### config.mk
export PLATFORM = sky130hd
export DESIGN_NAME = wave_voice_bank
export DESIGN_NICKNAME = d
export VERILOG_FILES = /design/src/rtl/wave_pkg.sv /design/src/rtl/wave_voice.sv /design/src/rtl/wave_voice_bank.sv
export SDC_FILE = /design/constraint.sdc
export NUM_CORES = 1
export LEC_CHECK = 0
export CORE_MARGIN = 1.5
export CORE_UTILIZATION = 50
export CTS_BUF_LIST = sky130_fd_sc_hd__clkbuf_8
export CTS_CLUSTER_DIAMETER = 30
export DETAILED_ROUTE_END_ITERATION = 8
export PLACE_DENSITY_LB_ADDON = 0.25
export SETUP_SLACK_MARGIN = 0.5
export SYNTH_ARGS = -nofsm -noshare
export SYNTH_HDL_FRONTEND = slang
export SYNTH_SLANG_ARGS = --single-unit
### constraint.sdc
create_clock -name clock -period 8.02 [get_ports clock]
set_input_delay 1.203 -clock clock [delete_from_list [all_inputs] [get_ports clock]]
set_output_delay 1.203 -clock clock [all_outputs]
set_load 0.005 [all_outputs]
### src/rtl/wave_pkg.sv
// Shared types and helpers for the multi-voice wave sample-address generator.
package wave_pkg;

    typedef enum logic {IDLE, PLAY} voice_state_t;

    localparam int unsigned DEFAULT_ADDR_W = 15;
    localparam int unsigned MaxVecW        = 1024;
    localparam int unsigned MaxSliceW      = 32;

    // Extract channel `ch` of width `w` from a packed per-channel vector.
    function automatic logic [MaxSliceW-1:0] slice_ch(input logic [MaxVecW-1:0] vec,
                                                      input int unsigned ch,
                                                      input int unsigned w);
        logic [MaxSliceW-1:0] mask;
        mask = (MaxSliceW'(1) << w) - MaxSliceW'(1);
        return MaxSliceW'(vec >> (ch * w)) & mask;
    endfunction

endpackage

### src/rtl/wave_voice.sv
// One sample-address voice: trigger edge detect, depth latch, address counter and done pulse.
module wave_voice import wave_pkg::*; #(
    parameter int unsigned ADDR_W = DEFAULT_ADDR_W
) (
    input  logic              clock,
    input  logic              reset,
    input  logic              trig_i,
    input  logic              loop_en_i,
    input  logic              stop_i,
    input  logic [ADDR_W-1:0] depth_i,
    output logic [ADDR_W-1:0] address_o,
    output logic              playing_o,
    output logic              done_o
);

    voice_state_t      state_q, state_d;
    logic [ADDR_W-1:0] addr_q, addr_d;
    logic [ADDR_W-1:0] depth_q, depth_d;
    logic              trig_prev_q;
    logic              done_q, done_d;
    logic              fire;

    assign fire = trig_i & ~trig_prev_q;

    always_ff @(posedge clock or posedge reset) begin
        if (reset) begin
            state_q     <= IDLE;
            addr_q      <= '0;
            depth_q     <= '0;
            trig_prev_q <= 1'b0;
            done_q      <= 1'b0;
        end else begin
            state_q     <= state_d;
            addr_q      <= addr_d;
            depth_q     <= depth_d;
            trig_prev_q <= trig_i;
            done_q      <= done_d;
        end
    end

    always_comb begin
        state_d = state_q;
        addr_d  = addr_q;
        depth_d = depth_q;
        done_d  = 1'b0;
        case (state_q)
            IDLE: begin
                // Stop outranks fire even while idle; zero-depth fires are dropped.
                if (!stop_i && fire && depth_i != '0) begin
                    depth_d = depth_i;
                    addr_d  = '0;
                    state_d = PLAY;
                end
            end
            PLAY: begin
                if (stop_i) begin
                    addr_d  = '0;
                    state_d = IDLE;
                end else if (fire) begin
                    depth_d = depth_i;
                    addr_d  = '0;
                    if (depth_i == '0) state_d = IDLE;
                end else if (addr_q == depth_q - ADDR_W'(1)) begin
                    addr_d = '0;
                    if (!loop_en_i) begin
                        state_d = IDLE;
                        done_d  = 1'b1;
                    end
                end else begin
                    addr_d = addr_q + ADDR_W'(1);
                end
            end
            default: begin
                addr_d  = '0;
                state_d = IDLE;
            end
        endcase
    end

    assign address_o = addr_q;
    assign playing_o = (state_q == PLAY);
    assign done_o    = done_q;

endmodule

### src/rtl/wave_voice_bank.sv
// Bank of NUM_CH independent wave voices feeding per-channel sample ROM read ports.
module wave_voice_bank import wave_pkg::*; #(
    parameter int unsigned NUM_CH = 4,
    parameter int unsigned ADDR_W = DEFAULT_ADDR_W
) (
    input  logic                     clock,
    input  logic                     reset,
    input  logic [NUM_CH-1:0]        trig_btn,
    input  logic [NUM_CH-1:0]        trig_seq,
    input  logic [NUM_CH-1:0]        loop_en,
    input  logic [NUM_CH-1:0]        stop,
    input  logic [NUM_CH*ADDR_W-1:0] depth,
    output logic [NUM_CH*ADDR_W-1:0] address,
    output logic [NUM_CH-1:0]        playing,
    output logic [NUM_CH-1:0]        done,
    output logic                     any_playing
);

    logic [NUM_CH-1:0] trig;

    assign trig = trig_btn | trig_seq;

    for (genvar i = 0; i < NUM_CH; i++) begin : g_voice
        logic [ADDR_W-1:0] depth_v;

        assign depth_v = ADDR_W'(slice_ch(MaxVecW'(depth), i, ADDR_W));

        wave_voice #(
            .ADDR_W(ADDR_W)
        ) u_voice (
            .clock     (clock),
            .reset     (reset),
            .trig_i    (trig[i]),
            .loop_en_i (loop_en[i]),
            .stop_i    (stop[i]),
            .depth_i   (depth_v),
            .address_o (address[i*ADDR_W +: ADDR_W]),
            .playing_o (playing[i]),
            .done_o    (done[i])
        );
    end

    assign any_playing = |playing;

endmodule
# Yosys cells after proc, flatten, opt, wreduce, memory -nomap -nowiden
# Cells that the tools add are included.
[word_totals]
in_bits = 78
ff_bits = 132
elab_cells = 166
out_inout_bits = 69
[op_classes]
n_bitwise = 13
eq_ne = 16
n_mux = 84
reduce_logical = 25
addsub = 8
[ops]
columns = ["cell", "n"]
rows = [
  ["$mux W15", 28],
  ["$pmux W15 S2", 8],
  ["$add A15 B1 Y15 const B", 4],
  ["$eq A15 B15 Y1", 4],
  ["$logic_not A15 Y1", 4],
  ["$reduce_bool A15 Y1", 4],
  ["$sub A15 B1 Y15 const B", 4],
  ["$mux W1", 44],
  ["$ne A2 B2 Y1 const B", 8],
  ["$reduce_and A3 Y1", 4],
  ["$logic_and A1 B1 Y1", 8],
  ["$ne A2 B1 Y1 const B", 4],
  ["$not A1 Y1", 8],
  ["$pmux W1 S2", 4],
  ["$and A1 B1 Y1", 4],
  ["$logic_not A1 Y1", 4],
  ["$or A4 B4 Y4", 1],
  ["$reduce_or A4 Y1", 1],
]

# Logic depth before layout (Yosys ltp)
[logic_depth]
depth_word = 6
mapped_depth = 12
ltp_nobuf = 10

# Modules after synthesis
# A second synthesis with hierarchy kept.
[hier_totals]
hier_cells = 890
area_unflattened_um2 = 8308.0
[by_module_without_submodules]
columns = ["mod", "cells_each", "seq_area_each_um2", "area_per_inst_um2", "instances"]
rows = [
  ["wave_voice at g_voice[0].u_voice ...", 222, 825.8, 2060.7, 3],
  ["wave_voice at g_voice[3].u_voice", 219, 825.8, 2093.3, 1],
  ["wave_voice_bank", 5, 0.0, 32.5, 1],
]

# Least setup slack after synthesis
# No wires, ideal clock.
[synth_timing]
path_type = "input -> register"
from = "input port depth[3]"
to = "register g_voice[0].u_voice.depth_q[0]"
slack_ps = 5180
setup_ps = 125
required_ps = 7895
n_path_buf = 1
arrival_time_ps = 2716
cell_stages = 5
cell_sequence = "nor4_1 nand4_1 o21ai_1 clkbuf_1 mux2_2"
[synth_between]
elab_chain_cells = 4
[synth_lines]
columns = ["item", "line", "rtl"]
rows = [
  ["start, declared", "wave_voice_bank.sv:12", "input logic [NUM_CH*ADDR_W-1:0] depth,"],
  ["$reduce_bool A15 Y1", "wave_voice.sv:49", "if (!stop_i && fire && depth_i != '0) begin"],
  ["$logic_and A1 B1 Y1", "wave_voice.sv:49", ""],
  ["$ne A2 B1 Y1 (no source line)", "--", ""],
  ["$reduce_and A3 Y1 (no source line)", "--", ""],
  ["end signal, assigned", "wave_voice.sv:35", "depth_q <= depth_d;"],
  ["end, declared", "wave_voice.sv:18", "logic [ADDR_W-1:0] depth_q, depth_d;"],
]
# No other way between the ends.
# A chain may end at the register's enable or synchronous reset.

# Worst setup path in the final report
[layout_timing]
from = "register g_voice[1].u_voice.depth_q[3]"
to = "register g_voice[1].u_voice.addr_q[7]"
[layout_between]
elab_chain_cells = 6
[layout_lines]
columns = ["item", "line", "rtl"]
rows = [
  ["start, declared", "wave_voice.sv:18", ""],
  ["start signal, assigned", "wave_voice.sv:35", ""],
  ["$sub A15 B1 Y15", "wave_voice.sv:63", "end else if (addr_q == depth_q - ADDR_W'(1)) begin"],
  ["$eq A15 B15 Y1", "wave_voice.sv:63", ""],
  ["$mux W15", "wave_voice.sv:63", ""],
  ["$mux W15", "wave_voice.sv:59", "end else if (fire) begin"],
  ["$mux W15", "wave_voice.sv:56", "if (stop_i) begin"],
  ["$pmux W15 S2", "wave_voice.sv:46", "case (state_q)"],
  ["end signal, assigned", "wave_voice.sv:34", "addr_q <= addr_d;"],
  ["end, declared", "wave_voice.sv:17", "logic [ADDR_W-1:0] addr_q, addr_d;"],
]
# No other way between the ends.

==> summary.txt <==
Clock network
  – Post-CTS setup buffer count: 0
  – CTS-repair resized insts: 0
  – CTS tree: built
  – CTS root buffer: clkbuf_8
  – Clk slew on worst S/H paths: about 70 ps
  – Level count of the clock H-tree: 4
  – Number of hold buffers added after CTS: 0
  – Clock Sinks: 132
  – Bufs on Longest Clock Path: 2
  – CTS Buf Count: 17
  – Later-pin clock latency in the skew report: ~440 ps

Global route
  – Total Routing Usage GR: 24.1%
  – Number of global-route vias before repair: around 6,500
  – Maximum number of pins on one net before global-route repair: 86
  – Antenna violations before repair: 0
  – First-pass GRT wire length: ~33,000 um
  – Grt ovf: 0

Routing
  – Post-route met1 wirelength: 9290 um
  – Total length of routed met3 wires: between 900 and 1000 um
  – Routed wire length on met2: around 9700 um
  – Vias per inst: roughly 5.8
  – Total wirelength of the detailed-routed design: 20,200 um
  – DRT Pass-1 Iters: 5
  – 1st-iter DRT viols: around 370
  – Average detailed-routed wire length per instance: roughly 16 um
  – Number of vias in the routed layout: about 7,100
  – Number of antenna-violating nets in the routed design: 0
  – Remaining design rule violation count: 0
  – Top metal layer carrying routed signals: met4

Synthesis
  – Cell accounting for the most synthesized area: dfrtp_1
  – Post-synthesis instance area: 0.00820 mm2
  – Number of synthesized flops with an enable pin: 0
  – Most used DFF post-synth: dfrtp_1
  – FF+latch count, synth: around 130
  – Ranking of synthesized cells by instance count: dfrtp_1, nand2_1, mux2_2, nor2_1, xnor2_1
  – Syn nets: about 950
  – Unique masters post-synth: 67
  – Mean cell area of the mapped netlist: roughly 9.5 um2
  – Post-synthesis async set-or-reset flop share: 100%
  – Sequential fraction of the synthesis area: 40.3%
  – Leading post-synthesis cells by cell area: dfrtp_1, mux2_2, xnor2_1, nand2_1, xor2_1
  – Cells after synthesis: ~870
  – Leading cell type by number of instances after synthesis: dfrtp_1
  – Yosys warnings: 0
  – Fraction of synthesized cell area taken by the top area cell type: between 40% and 50%

Power
  – Switching part of the total power: a little under a third
  – Leak Pwr: about 0.0044 uW
  – Internal portion of total power: around 1200 uW
  – Worst-case vdd ir drop: ~150 uV
  – Clock network power share: 28.6%
  – Total power divided by cell area: 178 mW/mm2
  – Sw Pwr: 572 uW
  – Combinational cell fraction of total power: 24.2%
  – Flop pwr share: 47.2%

Setup path
  – Critical path buffer and inverter count: 0
  – R2r startpoint: g_voice[1].u_voice.depth_q[3]$_DFFE_PP0P_
  – CP startpoint kind: register
  – Largest incremental delay on the critical path: approximately 800 ps
  – Critical path startpoint: g_voice[1].u_voice.depth_q[3]$_DFFE_PP0P_
  – Slowest cell on the critical path: nor4_1
  – CP Data Required Time: between 8000 and 9000 ps
  – Cell mode on critical path: nor4_1
  – Data arrival time at the worst-slack endpoint: just under 4000 ps
  – Cell-by-cell trace of the critical path: nor4_1 -> nand4b_1 -> mux2_2 -> mux2i_1 -> nor4_1 -> nand2b_1 -> o21ai_0 -> a21o_1
  – Cell family with the largest share of critical-path delay: simple AND/OR/NAND/NOR gates
  – Element type at the critical path end: register
  – Max FO, Critical Path: 24
  – Setup CP Type: reg2reg

Run status
  – Outcome: completed

Floorplan
  – Initial core utilization: 51.4%
  – Chip Width: 131 um
  – Standard cell core area: between 0.015 and 0.02 mm2
  – Chip Height: ~130 um
  – Standard-cell rows: 46
  – Die Footprint: 0.0172 mm2
  – Number of top-level design ports: between 100 and 150

Placement
  – Routability Congestion: between 0.8 and 0.9
  – Count of buffers inserted at the top-level ports: 146
  – Post-placement cell count: 1,197
  – Total half-perimeter wirelength after legalization and detailed placement: between 10,000 and 15,000 um

Timing
  – Final count of pins violating max slew: 0
  – RSZ-0062 raised after global routing: false
  – Final count of negative-setup-slack endpoints: 0
  – Sum Neg Setup Slack: 0 ps
  – Final cycle utilization of the critical path: between 40% and 50%
  – Measured slew at the worst slew-check pin: ~1200 ps
  – Largest clock skew in the final design: approximately 11 ps
  – Hold violation count in the final report: 0
  – Post-layout minimum cycle time: 3530 ps
  – Slew Limit Headroom: 17.7%
  – Max Clk Rate: around 0.28 GHz

Final layout
  – Storage cell area: 0.00330 mm2
  – Area added between synthesis and finish: 23.8%
  – Multi-input gate area in the final layout: about 0.0046 mm2
  – Number of fillers in the final layout: about 1,400
  – Final instance count without filler cells: 1,229
  – Count of nets after finishing: approximately 1,100
  – Antenna Cells: 0
  – Share of layout cells above drive strength 1: 10.7%

Run
  – MaxCap Viol Count: 0

Worst hold path
  – Origin of the worst min-delay path: g_voice[0].u_voice.depth_q[13]$_DFFE_PP0P_
  – Class of the worst hold path: reg2reg
[worst register-to-register path, stage by stage, from the launching register on]
cell      delay, ps
dfrtp_1         470
nor4_1          800
nand4b_1        270
mux2_2          290
mux2i_1          80
nor4_1          390
nand2b_1        670
o21ai_0         220
a21o_1          220
[cells in the final DEF (no fill, tap or decap), types with 6 or more instances in the layout]
| master | netlist | layout |
|---|---|---|
| a21oi_1 | 21 | 21 |
| nand2_1 | 64 | 64 |
| nand3b_1 | 7 | 7 |
| ha_1 | 8 | 8 |
| clkbuf_8 | 0 | 21 |
| nand3_1 | 34 | 34 |
| xor2_1 | 27 | 27 |
| nor2_1 | 47 | 47 |
| buf_4 | 8 | 6 |
| mux2_2 | 55 | 55 |
| nor2b_1 | 12 | 12 |
| or4_1 | 9 | 9 |
| mux2i_1 | 9 | 9 |
| nor3b_1 | 18 | 18 |
| or3_1 | 15 | 15 |
| a221o_1 | 6 | 6 |
| xnor2_1 | 45 | 45 |
| and3_1 | 31 | 31 |
| nand2b_1 | 15 | 15 |
| clkdlybuf4s50_1 | 0 | 146 |
| nor3_1 | 28 | 28 |
| o21ai_1 | 16 | 16 |
| o21ai_0 | 36 | 36 |
| or2_2 | 12 | 12 |
| nand4_1 | 15 | 15 |
| dfrtp_1 | 132 | 132 |
| a21o_1 | 30 | 30 |
| a31oi_1 | 8 | 8 |
| nor4_1 | 33 | 33 |
| inv_1 | 26 | 32 |
[layer usage]
layer | global-route usage [%] | up-vias
met3 | 4.07 | 22
met5 | 0 | -
li1 | - | 3476
met4 | 7.56 | 0
met2 | 39.1 | 177
met1 | 33.1 | 3460
[stage by stage]
stage	instance area [um2]	hold slack, ps	utilization (%)	power, uW	setup slack (ps)
final	10100	538	63.7	1810	4490
after global routing	10100	575	63.7	1910	4240
after CTS	10100	537	63.7	1820	4520
after detailed placement	9790	520	61.4	1300	4260
after global placement	9790	515	61.4	1290	4370
after floorplan	8200	489	-	1150	3290
[power by group through the flow]
stage | combinational [uW] | sequential [uW] | clock [uW]
after floorplan | 332 | 822 | 0
after global placement | 424 | 862 | 0
after detailed placement | 435 | 866 | 0
after CTS | 438 | 854 | 530
after global routing | 487 | 869 | 557
final | 438 | 855 | 518
[path summary, 6_finish.rpt]
kind                                                          endpoint  slack, ps  depth (start not counted)
setup / recovery           g_voice[1].u_voice.address_o[7]$_DFFE_PP0P_       4490                          8
hold / removal              g_voice[0].u_voice.depth_q[13]$_DFFE_PP0P_        540                          2
setup reg to reg           g_voice[1].u_voice.address_o[7]$_DFFE_PP0P_       4490                          8
hold reg to reg             g_voice[0].u_voice.depth_q[13]$_DFFE_PP0P_        540                          2
max in group asynchronous  g_voice[0].u_voice.address_o[5]$_DFFE_PP0P_       5560                          3
min in group asynchronous   g_voice[2].u_voice.depth_q[14]$_DFFE_PP0P_       1300                          2
[final cells by class]
class	count	area share, %
Clock inverter	11	0.703
Tap cell	216	2.66
Clock buffer	21	2.85
Multi-Input combinational cell	671	45.4
Inverter	26	1.01
Sequential cell	132	32.5
Timing Repair Buffer	152	14.8
[cell families (layout without fill, tap and decap cells)]
kind of cell / after synthesis / after routing / share of synthesized area (%)
AOI/OAI and AO/OA: 163 / 163 / 13.6
DFF: 132 / 132 / 40.3
xor gates and xnor gates: 72 / 72 / 7.69
muxes: 64 / 64 / 8.66
adders and majority gates: 9 / 9 / 1.34
buffers and inverters: 62 / 210 / 3.51
and+or+nand+nor: 363 / 363 / 24.9
[registers in the layout (all words and copies together), names as in the netlist]
name,flops
g_voice.u_voice.address_o,60
g_voice.u_voice.done_o,4
g_voice.u_voice.trig_prev_q,4
g_voice.u_voice.playing_o,4
g_voice.u_voice.depth_q,60
Power figures use the tool's default switching activity.
